$ cat src/rtl/coinc_window_readout.sv
// coinc_window_readout
// Takes a snapshot of the free-running pair counters at the end of every
// programmable window and streams the per-pair deltas as one frame of NCOMB
// words over valid/ready. A window that closes while the previous frame is
// still streaming is discarded and counted in a saturating drop counter.
//
//  state | meaning
//  ------+--------------------------------------------------------------
//  IDLE  | no frame pending, OutValid low, next closed window is accepted
//  SEND  | streaming buf[idx] to the consumer, one word per handshake
module coinc_window_readout #(
  parameter  int NCHAN = 4,
  parameter  int NBITS = 4,
  parameter  int NCOMB = NCHAN * (NCHAN - 1) / 2,
  parameter  int WINW  = 16,
  localparam int IDXW  = (NCOMB > 1) ? $clog2(NCOMB) : 1
) (
  input  logic             Clk,
  input  logic             Rst_n,
  input  logic [NBITS-1:0] Counts [NCOMB-1:0],
  input  logic             Enable,
  input  logic [WINW-1:0]  WinCycles,
  output logic [NBITS-1:0] OutData,
  output logic [IDXW-1:0]  OutIdx,
  output logic             OutValid,
  input  logic             OutReady,
  output logic             OutLast,
  output logic             FrameDrop,
  output logic [7:0]       DropCount
);

  localparam logic [IDXW-1:0] LAST_IDX = IDXW'(NCOMB - 1);

  typedef enum logic {
    IDLE = 1'b0,
    SEND = 1'b1
  } state_t;

  state_t           state_q, state_d;
  logic [WINW-1:0]  win_cnt_q, win_cnt_d;
  logic [WINW-1:0]  win_lim;
  logic             win_close;
  logic [NBITS-1:0] base_q [NCOMB];
  logic [NBITS-1:0] base_d [NCOMB];
  logic [NBITS-1:0] delta  [NCOMB];
  logic [NBITS-1:0] buf_q  [NCOMB];
  logic [NBITS-1:0] buf_d  [NCOMB];
  logic [IDXW-1:0]  idx_q, idx_d;
  logic             handshake;
  logic             last_hs;
  logic             accept;
  logic [NBITS-1:0] out_data_q, out_data_d;
  logic [IDXW-1:0]  out_idx_q, out_idx_d;
  logic             valid_q, valid_d;
  logic             last_q, last_d;
  logic             drop_q, drop_d;
  logic [7:0]       drop_cnt_q, drop_cnt_d;

  // A zero window length behaves as a one-cycle window.
  assign win_lim   = (WinCycles == '0) ? '0 : WinCycles - WINW'(1);
  assign win_close = Enable && (win_cnt_q == win_lim);

  // Handshakes are judged on the registered outputs the consumer sees.
  assign handshake = valid_q && OutReady;
  assign last_hs   = handshake && last_q;
  assign accept    = win_close && ((state_q == IDLE) || last_hs);

  // Window counter: held at zero while disabled, restarts on every close.
  always_comb begin
    win_cnt_d = win_cnt_q + WINW'(1);
    if (!Enable || win_close) begin
      win_cnt_d = '0;
    end
  end

  // Deltas are plain NBITS-wide differences so counter wrap falls out naturally;
  // the base follows the counters while disabled and re-arms on every close.
  always_comb begin
    for (int k = 0; k < NCOMB; k++) begin
      delta[k]  = Counts[k] - base_q[k];
      base_d[k] = (!Enable || win_close) ? Counts[k] : base_q[k];
    end
  end

  // Frame FSM: accept or drop closed windows, advance through the frame.
  always_comb begin
    state_d    = state_q;
    idx_d      = idx_q;
    buf_d      = buf_q;
    drop_d     = 1'b0;
    drop_cnt_d = drop_cnt_q;

    if (accept) begin
      buf_d   = delta;
      state_d = SEND;
      idx_d   = '0;
    end else begin
      if (win_close) begin
        drop_d = 1'b1;
        if (drop_cnt_q != 8'hFF) begin
          drop_cnt_d = drop_cnt_q + 8'd1;
        end
      end
      if (handshake) begin
        if (last_q) begin
          state_d = IDLE;
        end else begin
          idx_d = idx_q + IDXW'(1);
        end
      end
    end

    valid_d    = (state_d == SEND);
    out_data_d = valid_d ? buf_d[idx_d] : '0;
    out_idx_d  = valid_d ? idx_d : '0;
    last_d     = valid_d && (idx_d == LAST_IDX);
  end

  // FSM state register.
  always_ff @(posedge Clk or negedge Rst_n) begin
    if (!Rst_n) begin
      state_q <= IDLE;
      idx_q   <= '0;
    end else begin
      state_q <= state_d;
      idx_q   <= idx_d;
    end
  end

  // Window counter, base snapshot and frame buffer.
  always_ff @(posedge Clk or negedge Rst_n) begin
    if (!Rst_n) begin
      win_cnt_q <= '0;
      for (int k = 0; k < NCOMB; k++) begin
        base_q[k] <= '0;
        buf_q[k]  <= '0;
      end
    end else begin
      win_cnt_q <= win_cnt_d;
      for (int k = 0; k < NCOMB; k++) begin
        base_q[k] <= base_d[k];
        buf_q[k]  <= buf_d[k];
      end
    end
  end

  // Registered stream and drop outputs; no path from OutReady to the outputs.
  always_ff @(posedge Clk or negedge Rst_n) begin
    if (!Rst_n) begin
      out_data_q <= '0;
      out_idx_q  <= '0;
      valid_q    <= 1'b0;
      last_q     <= 1'b0;
      drop_q     <= 1'b0;
      drop_cnt_q <= '0;
    end else begin
      out_data_q <= out_data_d;
      out_idx_q  <= out_idx_d;
      valid_q    <= valid_d;
      last_q     <= last_d;
      drop_q     <= drop_d;
      drop_cnt_q <= drop_cnt_d;
    end
  end

  assign OutData   = out_data_q;
  assign OutIdx    = out_idx_q;
  assign OutValid  = valid_q;
  assign OutLast   = last_q;
  assign FrameDrop = drop_q;
  assign DropCount = drop_cnt_q;

endmodule
$ cat config.mk
export PLATFORM = sky130hd
export DESIGN_NAME = coinc_window_readout
export DESIGN_NICKNAME = d
export VERILOG_FILES = /design/src/rtl/coinc_window_readout.sv
export SDC_FILE = /design/constraint.sdc
export NUM_CORES = 1
export LEC_CHECK = 0
export ABC_AREA = 1
export CAP_MARGIN = 20
export CORE_ASPECT_RATIO = 1.1
export CORE_MARGIN = 1.5
export CORE_UTILIZATION = 52
export DETAILED_ROUTE_END_ITERATION = 16
export DONT_BUFFER_PORTS = 1
export PLACE_DENSITY = 0.75
export RECOVER_POWER = 25
export SETUP_SLACK_MARGIN = 0.15
export SLEW_MARGIN = 20
export SYNTH_ARGS = -nofsm -noshare
export SYNTH_HDL_FRONTEND = slang
export SYNTH_SLANG_ARGS = --single-unit
$ cat constraint.sdc
create_clock -name Clk -period 2.3 [get_ports Clk]
set_input_delay 0.46 -clock Clk [delete_from_list [all_inputs] [get_ports Clk]]
set_output_delay 0.46 -clock Clk [all_outputs]
set_load 0.02 [all_outputs]
==> results.sh, run 1 <==
export IMPL_die_w_um=99.8
export IMPL_htreeDepth=3
export IMPL_finalMaxSlewViolations=0
export IMPL_crit_family="simple AND/OR/NAND/NOR gates"
export IMPL_syn_area_um2=5360
export IMPL_synth_area_top_cells="dfrtp_1, nand2_1, inv_1"
export IMPL_worstHoldPathType="in2async"
export IMPL_p_per_area_nw_per_um2=601
export IMPL_final_antenna_net_count=0
export IMPL_synth_cell_types=31
export IMPL_slew_headroom_pct=46.5
export IMPL_antenna_found_initial=0
export IMPL_root_buffer="clkbuf_8"
export IMPL_finalWirelength_mm=16.0
export IMPL_slowest_stage="nor2_4"
export IMPL_end_kind="flop"
export IMPL_die_area_um2=10900
export IMPL_synth_async_reset_ratio_pct=100
export IMPL_grt_usage_pct=26.5
export IMPL_status="complete, but fails checks"
export IMPL_design_area_um2=7480
export IMPL_die_y_um=109
export IMPL_syn_avg_cell_area_um2=7.57
export IMPL_cpPeakStageDelay_ps=140
export IMPL_synth_most_common_cell="nand2_1"
export IMPL_worst_slew_pin_slew_ps=797
export IMPL_path_max_fanout=8
export IMPL_gp_routability_congestion=0.932
export IMPL_rsz0062_at_grt="true"
export IMPL_synth_top_area_cell="dfrtp_1"
export IMPL_clkSinkCount=85
export IMPL_n_antenna_cell=0
export IMPL_min_period_over_period_pct=108
export IMPL_crit_type="in2reg"
export IMPL_insertion_delay_ps=370
export IMPL_vias_per_cell=5.71
export IMPL_cts_buffers=9
export IMPL_ioPinCount=62
export IMPL_synth_common_cells="nand2_1, inv_1, dfrtp_1"
export IMPL_yosysSeqAreaShare_pct=39.7
export IMPL_cp_required_ps=2590
export IMPL_initial_core_util_pct=53.9
export IMPL_grt_pass1_vias=5107
export IMPL_synth_seq_cells=85
export IMPL_drive_gt1_share_pct=34.6
export IMPL_vias=5294
export IMPL_fp_row_count=38
export IMPL_drtIter0Drc=340
export IMPL_ys_warn_count=0
export IMPL_coreArea_um2=9940
export IMPL_cp_startpoint="WinCycles[5]"
export IMPL_arrival_ps=2780
export IMPL_violations="hold timing, setup timing"
export IMPL_netlist_instances=708
export IMPL_fin_nets=875
export IMPL_portBuffers=0
export IMPL_synth_top_area_share_pct=39.7
export IMPL_cp_cell_sequence="nor2_4, nand2_2, nor2_4, buf_12, buf_4, nand2_1, nand2_1, nand3_1, nand2_1, nand2_2, buf_6, inv_2, nand2_1, nor2_2, nand2_1, nor2_2, buf_6, nand4_1, nand2_1, nand2_1, nand3_1, nand2_1, a21oi_2"
export IMPL_finClkSkew_ps=3.70
export IMPL_reg2reg_from="win_cnt_q[0]$_DFF_PN0_"
export IMPL_area_growth_syn_to_layout_pct=39.5
export IMPL_p_leak_uw=0.00358
export IMPL_postPlaceCellArea_um2=5870
export IMPL_wire_per_inst_um=17.3
export IMPL_setup_slack_ps=-186
export IMPL_syn_nets=780
export IMPL_synthFlopType="dfrtp_1"
export IMPL_overflow=0
export IMPL_clockBufferDepth=2
export IMPL_cts_tree="done"
export IMPL_grt_max_degree=86
export IMPL_critPathBufInv=5
export IMPL_fmax_ghz=0.402
export IMPL_grt_first_pass_wirelength_mm=22.7
export IMPL_cap_violations=0
export IMPL_finalSetupViolations=31
export IMPL_drc_errors=0
export IMPL_dr_pass1_iters=6
export IMPL_synth_edf_count=0
export IMPL_holdWs_ps=-220
export IMPL_crit_path_frequent_cell="nand2_1"
export IMPL_crit_path_start_kind="primary input"
export IMPL_fin_crit_ps=2490
export IMPL_place_hpwl_mm=9.14
export IMPL_vdd_drop_max_mv=0.447
export IMPL_finalHoldViolations=85
export IMPL_clk_pin_slew_ps=80
what timing repair did:
action / CTS / global route
setup endpoints to repair: 64 / 83
pin swaps: 19 / 58
resized for setup: 90 / 152
hold endpoints to repair: 85 / 85
cloned: 10 / 4
setup buffers: 16 / 16
registers in the layout (all words and copies together) (netlist names):
register   count
win_cnt_q     16
FrameDrop      1
OutValid       1
OutIdx         3
base_q        24
idx_q          3
buf_q         24
OutData        4
DropCount      8
OutLast        1
layout by cell type (no fill, tap or decap), types with 3 or more instances in the layout:
cell / synthesis / final
a21oi_2: 1 / 10
nand4_1: 30 / 30
o21ai_2: 1 / 10
mux2_4: 0 / 6
nor3_4: 0 / 6
o21ai_0: 24 / 7
buf_6: 4 / 14
xnor2_1: 20 / 20
clkbuf_8: 0 / 10
nand2_1: 191 / 145
buf_16: 0 / 4
nor2_2: 3 / 19
buf_4: 0 / 60
buf_8: 0 / 4
nor4_2: 0 / 4
nand2_8: 0 / 8
nand3_2: 1 / 15
nand3_1: 53 / 37
nor3_1: 13 / 5
buf_12: 0 / 9
inv_2: 3 / 6
nand2_2: 3 / 37
nand2_4: 1 / 12
and2_1: 7 / 7
ha_1: 22 / 21
a21oi_1: 27 / 18
nor2_1: 56 / 26
fa_1: 6 / 6
dfrtp_1: 85 / 85
nor3b_2: 0 / 8
o21ai_1: 4 / 11
inv_1: 103 / 97
nor2_4: 3 / 17
xor2_2: 0 / 4
clkinv_2: 0 / 3
xor2_1: 12 / 8
stage by stage:
step	setup slack, ps	utilization (%)	total power [uW]	instances	TNS, ps
after floorplan	-136	-	2470	708	-924
after global placement	-447	59.1	2820	866	-23010
after detailed placement	-535	59.1	2850	866	-29510
final	-186	75.2	4490	927	-1470
after CTS	-26.5	67.9	4160	907	-85.7
after global routing	-295	75.2	4690	927	-7830
report_power, final:
| group | internal [uW] | switching [uW] |
|---|---|---|
| sequential | 1620 | 137 |
| clock | 630 | 536 |
| combinational | 697 | 876 |
| total | 2940 | 1550 |
cell type report:
type	instances	area [um2]
clock buffer	10	138
multi-input combinational	508	3590
tap	120	150
fill	626	2460
clock inverter	5	75.1
sequential	85	2130
timing repair buffer	93	988
inverter	106	409
path summary, 6_finish.rpt:
| check | end | slack, ps | depth (start not counted) |
|---|---|---|---|
| max reg2reg | win_cnt_q[14]$_DFF_PN0_ | 50 | 11 |
| max in group asynchronous | base_q[20]$_DFFE_PN0N_ | 2360 | 0 |
| min in group Clk | base_q[22]$_DFFE_PN0N_ | 190 | 2 |
| min reg2reg | win_cnt_q[0]$_DFF_PN0_ | 500 | 1 |
| min | base_q[22]$_DFFE_PN0N_ | -220 | 0 |
| max | OutData[0]$_DFF_PN0_ | -190 | 23 |
cell families (layout without fill, tap and decap cells):
| kind of cell | Yosys count | in the layout | share of synthesized area (%) |
|---|---|---|---|
| AOI/OAI and AO/OA | 61 | 61 | 6.02 |
| xor gates and xnor gates | 32 | 32 | 5.23 |
| adders and majority gates | 28 | 28 | 7.38 |
| buffers and inverters | 122 | 214 | 9.22 |
| DFF | 85 | 85 | 39.7 |
| muxes | 6 | 6 | 1.26 |
| and+or+nand+nor | 374 | 381 | 31.2 |
metal layers:
metal | track usage [%] | part of all wire (%) | vias up
met3 | 3.31 | 5.0 | 72
met2 | 48.6 | 52 | 233
met5 | 0 | 0 | -
met4 | 14.3 | 5.0 | 0
met1 | 30.2 | 38 | 2538
li1 | - | - | 2451
Note: power is estimated with default switching activity, not from simulation.
==> run 2, diff against run 1 <==
==> constraint.sdc (replaced) <==
create_clock -name Clk -period 2.3 [get_ports Clk]
set_input_delay 0.345 -clock Clk [delete_from_list [all_inputs] [get_ports Clk]]
set_output_delay 0.345 -clock Clk [all_outputs]
set_load 0.02 [all_outputs]
==> run 2 against run 1 <==
- sequential power is essentially flat
- first-iteration DRC count increased by 12%
- core utilization shrank 7.0 points
- sequential cell count is the same
- via count decreased by 4.8%
- clock power fell by 15%
- the run still ends with hold timing, setup timing left
- critical path depth is the same
- largest cell class unchanged
- register-to-register slack got worse by 40 ps
- maximum frequency up 4.5%
- global-route usage fell by 1.0 points
- combinational power is 13% lower
- die area unchanged
==> results.sh, run 2 (same netlist as run 1, synthesis figures left out) <==
export IMPL_status="complete, but fails checks"
export IMPL_violations="hold timing, setup timing"
export IMPL_coreArea_um2=9940
export IMPL_drc_errors=0
export IMPL_pre_cts_slack_ps=-416
export IMPL_finalSetupViolations=3
export IMPL_cap_violations=0
export IMPL_register_area_um2=2130
export IMPL_largestRegisters="base_q x24, buf_q x24, win_cnt_q x16"
export IMPL_clkSinkCount=85
export IMPL_ioPinCount=62
export IMPL_finClkSkew_ps=6.86
export IMPL_instances_no_fill=907
export IMPL_wire_per_inst_um=15.7
export IMPL_busiest_layer="met2"
export IMPL_slew_headroom_pct=20.3
export IMPL_end_kind="flop"
export IMPL_vdd_drop_max_mv=0.384
export IMPL_overflow=0
export IMPL_cts_buffers=9
export IMPL_use_met2_pct=46.9
export IMPL_grt_util_met3_pct=3.62
export IMPL_fin_nets=854
export IMPL_finalMaxSlewViolations=0
export IMPL_cp_required_ps=2600
export IMPL_gp_routability_congestion=0.914
export IMPL_p_per_area_nw_per_um2=603
export IMPL_dr_pass1_iters=6
export IMPL_dpl_cell_count=863
export IMPL_crit_path_start_kind="primary input"
export IMPL_antenna_found_initial=0
export IMPL_area_growth_syn_to_layout_pct=26.6
export IMPL_die_w_um=99.8
export IMPL_vias_per_cell=5.56
export IMPL_design_area_um2=6790
export IMPL_p_leak_uw=0.00324
export IMPL_postPlaceCellArea_um2=5830
export IMPL_crit_type="in2reg"
export IMPL_layout_commonest_cell="nand2_1"
export IMPL_drtIter0Drc=380
export IMPL_final_fill_count=754
export IMPL_multiInputGateArea_um2=3240
export IMPL_clockBufferDepth=2
export IMPL_portBuffers=0
export IMPL_grt_util_met1_pct=28.7
export IMPL_grt_usage_pct=25.5
export IMPL_arrival_ps=2680
export IMPL_n_antenna_cell=0
export IMPL_worst_slew_pin_slew_ps=1180
export IMPL_holdWs_ps=-333
export IMPL_min_period_over_period_pct=103
export IMPL_worstHoldPathType="in2async"
export IMPL_final_antenna_net_count=0
export IMPL_fin_crit_ps=2380
export IMPL_cts_tree="done"
export IMPL_clk_pin_slew_ps=90
export IMPL_final_cell_mix="nand2_1, inv_1, dfrtp_1, buf_4, nand3_1"
export IMPL_drive_gt1_share_pct=24.1
export IMPL_rsz0062_at_grt="true"
export IMPL_grt_max_degree=86
export IMPL_setup_slack_ps=-78.9
export IMPL_fmax_ghz=0.420
export IMPL_insertion_delay_ps=370
export IMPL_power_uw=4090
export IMPL_die_y_um=109
export IMPL_grt_pass1_vias=4941
export IMPL_grt_first_pass_wirelength_mm=22.0
export IMPL_root_buffer="clkbuf_8"
export IMPL_path_max_fanout=5
export IMPL_fp_row_count=38
export IMPL_vias=5041
export IMPL_place_hpwl_mm=9.59
export IMPL_finalHoldViolations=85
export IMPL_initial_core_util_pct=53.9
export IMPL_finalWirelength_mm=14.3
export IMPL_die_area_um2=10900
export IMPL_htreeDepth=3
## run 2: cell types whose count changed in the layout (fill, tap and decap cells not counted), sizes merged
cell / delta
clkinv: -3
bufinv: -2
inv: +1
clkbuf: +1
buf: -22
clkinvlp: +5
## run 2: timing repair
| item | CTS | global route |
|---|---|---|
| setup buffers | 8 | 10 |
| gates cloned | 5 | 5 |
| endpoints found under the hold margin | 85 | 85 |
| pin swaps | 11 | 43 |
| endpoints found under the setup margin | 35 | 70 |
| resized for setup | 20 | 100 |
## run 2: worst paths after layout
path	endpoint	startpoint	slack, ps	cells past startpoint
worst max register to register	OutData[1]$_DFF_PN0_	OutValid$_DFF_PN0_	10	9
min in group Clk	base_q[1]$_DFFE_PN0N_	Counts[21]	100	2
worst min register to register	buf_q[0]$_DFF_PN0_	buf_q[0]$_DFF_PN0_	500	2
worst min-delay path	base_q[6]$_DFFE_PN0N_	Rst_n	-330	0
worst max-delay path	OutData[1]$_DFF_PN0_	WinCycles[0]	-80	23
max in group asynchronous	buf_q[9]$_DFF_PN0_	Rst_n	2510	0
## run 2: stage by stage
step / hold WS, ps / TNS (ps) / util, %
after floorplan: 49.4 / -69.0 / -
after global placement: 51.5 / -10560 / 58.7
after detailed placement: 52.5 / -18360 / 58.7
after CTS: -349 / 0 / 62.9
after global routing: -345 / -960 / 68.3
final: -333 / -152 / 68.3
## run 2: layer usage
| metal | vias to the layer above | part of all wire [%] |
|---|---|---|
| met1 | 2423 | 39 |
| met4 | 0 | 3.5 |
| li1 | 2414 | - |
| met3 | 38 | 4.9 |
| met5 | - | 0 |
| met2 | 166 | 53 |
## run 2: cell type report
class	instances	area share [%]
clock buffer	10	2.03
clock inverter	6	0.682
inverter	106	6.03
multi-input combinational	508	47.8
sequential	85	31.3
tap	120	2.21
timing repair buffer	72	9.92
## run 2: power breakdown
group / internal, uW / switching [uW] / total (uW) / leakage [uW]
Combinational: 552 / 806 / 1360 / 0.00212
Sequential: 1620 / 123 / 1740 / 0.00104
Clock: 424 / 567 / 991 / 0.0000772
Total: 2590 / 1500 / 4090 / 0.00324
## run 2: worst max-delay path: stages
cell and delay [ps]:
clkinvlp_4 60, buf_4 130, nand2_2 110, nor2_1 250, nand2_1 80, nand2_1 100, nand3_1 100, nand2_1 70
nand2_1 60, nor2_1 80, nand2_1 70, nor2_2 140, nand4_1 120, buf_6 160, buf_6 130, nand2_4 70
nor2_4 50, buf_6 170, nand2_2 50, nand2_1 50, inv_1 50, nand2_1 70, a21oi_2 140
==> run 3, diff against run 2 <==
- CORE_UTILIZATION: 52 -> 40
- PLACE_DENSITY: 0.75 -> 0.62
==> run 3 against run 2 <==
- the flow finishes with violations (hold timing)
- maximum frequency increased by 4.8%
- global-route usage decreased by 5.9 points
- setup slack improved by 110 ps
- cell area increased by 3.1%
- critical path type unchanged
==> results.sh, run 3 (same netlist as run 1, synthesis figures left out) <==
export IMPL_finClkSkew_ps=6.77
export IMPL_fin_nets=855
export IMPL_drtIter0Drc=329
export IMPL_place_hpwl_mm=9.83
export IMPL_insertion_delay_ps=340
export IMPL_portBuffers=0
export IMPL_die_y_um=124
export IMPL_finalMaxSlewViolations=0
export IMPL_drc_errors=0
export IMPL_utilization_pct=53.2
export IMPL_crit_path_start_kind="primary input"
export IMPL_use_met2_pct=35.7
export IMPL_min_period_over_period_pct=98.7
export IMPL_finalHoldViolations=85
export IMPL_vias=4895
export IMPL_slew_headroom_pct=51.7
export IMPL_antenna_found_initial=0
export IMPL_holdWs_ps=-304
export IMPL_cts_buffers=9
export IMPL_worst_slew_pin_slew_ps=719
export IMPL_grt_pass1_vias=4953
export IMPL_busiest_layer="met2"
export IMPL_fin_crit_ps=2270
export IMPL_grt_usage_pct=19.6
export IMPL_clk_pin_slew_ps=60
export IMPL_postPlaceCellArea_um2=5970
export IMPL_ioPinCount=62
export IMPL_n_antenna_cell=0
export IMPL_worst_r2r_endpoint="OutData[0]$_DFF_PN0_"
export IMPL_grt_util_met3_pct=3.50
export IMPL_cp_required_ps=2560
export IMPL_design_area_um2=7000
export IMPL_arrival_ps=2530
export IMPL_clockBufferDepth=2
export IMPL_overflow=0
export IMPL_setup_slack_ps=30.9
export IMPL_drive_gt1_share_pct=25.9
export IMPL_grt_first_pass_wirelength_mm=22.3
export IMPL_pre_cts_slack_ps=-518
export IMPL_final_cell_mix="nand2_1, inv_1, dfrtp_1, buf_4, nand3_1"
export IMPL_gp_routability_congestion=0.854
export IMPL_fp_row_count=44
export IMPL_status="complete, but fails checks"
export IMPL_area_growth_syn_to_layout_pct=30.5
export IMPL_grt_max_degree=86
export IMPL_r2r_slack_ps=210
export IMPL_reg2reg_from="win_cnt_q[4]$_DFF_PN0_"
export IMPL_worstHoldPathType="in2async"
export IMPL_crit_type="in2reg"
export IMPL_vdd_drop_max_mv=0.443
export IMPL_fmax_ghz=0.441
export IMPL_die_w_um=113
export IMPL_path_max_fanout=8
export IMPL_vias_per_cell=5.16
export IMPL_initial_core_util_pct=40.7
export IMPL_violations="hold timing"
export IMPL_end_kind="flop"
export IMPL_wire_per_inst_um=14.7
export IMPL_htreeDepth=3
export IMPL_cts_tree="done"
export IMPL_coreArea_um2=13200
export IMPL_root_buffer="clkbuf_16"
export IMPL_power_uw=4500
export IMPL_rsz0062_at_grt="true"
export IMPL_cap_violations=0
export IMPL_dr_pass1_iters=4
export IMPL_layout_commonest_cell="nand2_1"
export IMPL_grt_util_met1_pct=22.9
export IMPL_clkSinkCount=85
export IMPL_final_antenna_net_count=0
export IMPL_r2r_cells=14
export IMPL_p_per_area_nw_per_um2=644
export IMPL_largestRegisters="base_q x24, buf_q x24, win_cnt_q x16"
export IMPL_finalWirelength_mm=13.9
export IMPL_finalSetupViolations=0
export IMPL_p_leak_uw=0.00338
export IMPL_die_area_um2=14100
[run 3: changes by cell type in the layout (fill, tap and decap cells not counted), moves of 4 or more]
| cell | change |
|---|---|
| a21oi_2 | +4 |
| buf_8 | +5 |
| a21oi_1 | -4 |
| clkbuf_8 | -9 |
| buf_6 | -5 |
| clkbuf_16 | +9 |
[run 3: worst max path at each step]
| stage | from | end | slack, ps |
|---|---|---|---|
| floorplan | WinCycles[0] | OutData[0]$_DFF_PN0_ | -20 |
| global placement | WinCycles[1] | OutData[2]$_DFF_PN0_ | -470 |
| detailed placement | WinCycles[1] | OutData[2]$_DFF_PN0_ | -520 |
| CTS | WinCycles[0] | OutData[1]$_DFF_PN0_ | 90 |
| global route | WinCycles[0] | OutData[0]$_DFF_PN0_ | -120 |
| finish | WinCycles[0] | OutData[0]$_DFF_PN0_ | 30 |
[run 3: timing repair]
action / CTS / global route
endpoints found under the hold margin: 85 / 85
gates cloned: 4 / 3
gates resized for setup: 23 / 112
setup endpoints to repair: 34 / 76
buffers inserted: 7 / 7
pin swaps: 12 / 45
[run 3: layout make-up]
cell class | instances | area (um2)
fillers | 1212 | 6160
multi-input cells | 506 | 3230
flip-flops and latches | 85 | 2130
repair buffers | 75 | 727
inverters | 106 | 414
clock buffers | 10 | 239
well taps | 161 | 201
clock inverters | 6 | 62.6
[run 3: critical path: stages]
cell and delay [ps]:
clkinvlp_4 80, ha_4 180, nand3_4 120, nor2_4 50
buf_12 160, nand2_8 110, nand3_2 80, nand2_2 70
nand2_2 60, nor2_2 130, nand2_2 80, nor2_4 120
nand4_1 110, buf_6 180, nand2_4 110, buf_4 120
nand3_1 90, nand3_1 110, nand2_1 60, a21oi_1 140
[run 3: routing by layer]
layer,part of all wire [%],up-vias
li1,-,2420
met1,40,2319
met2,53,124
met3,4.1,32
met4,2.9,0
met5,0,-
[run 3: power breakdown]
part           internal, uW  switching [uW]  total, uW
Clock                   866             588       1450
Sequential             1620             128       1750
Combinational           510             791       1300
[run 3: metrics by stage]
stage | TNS, ps | instances
floorplan | -69.0 | 708
global route | -425 | 949
finish | 0 | 949
detailed placement | -15610 | 912
global placement | -11540 | 912
CTS | 0 | 939
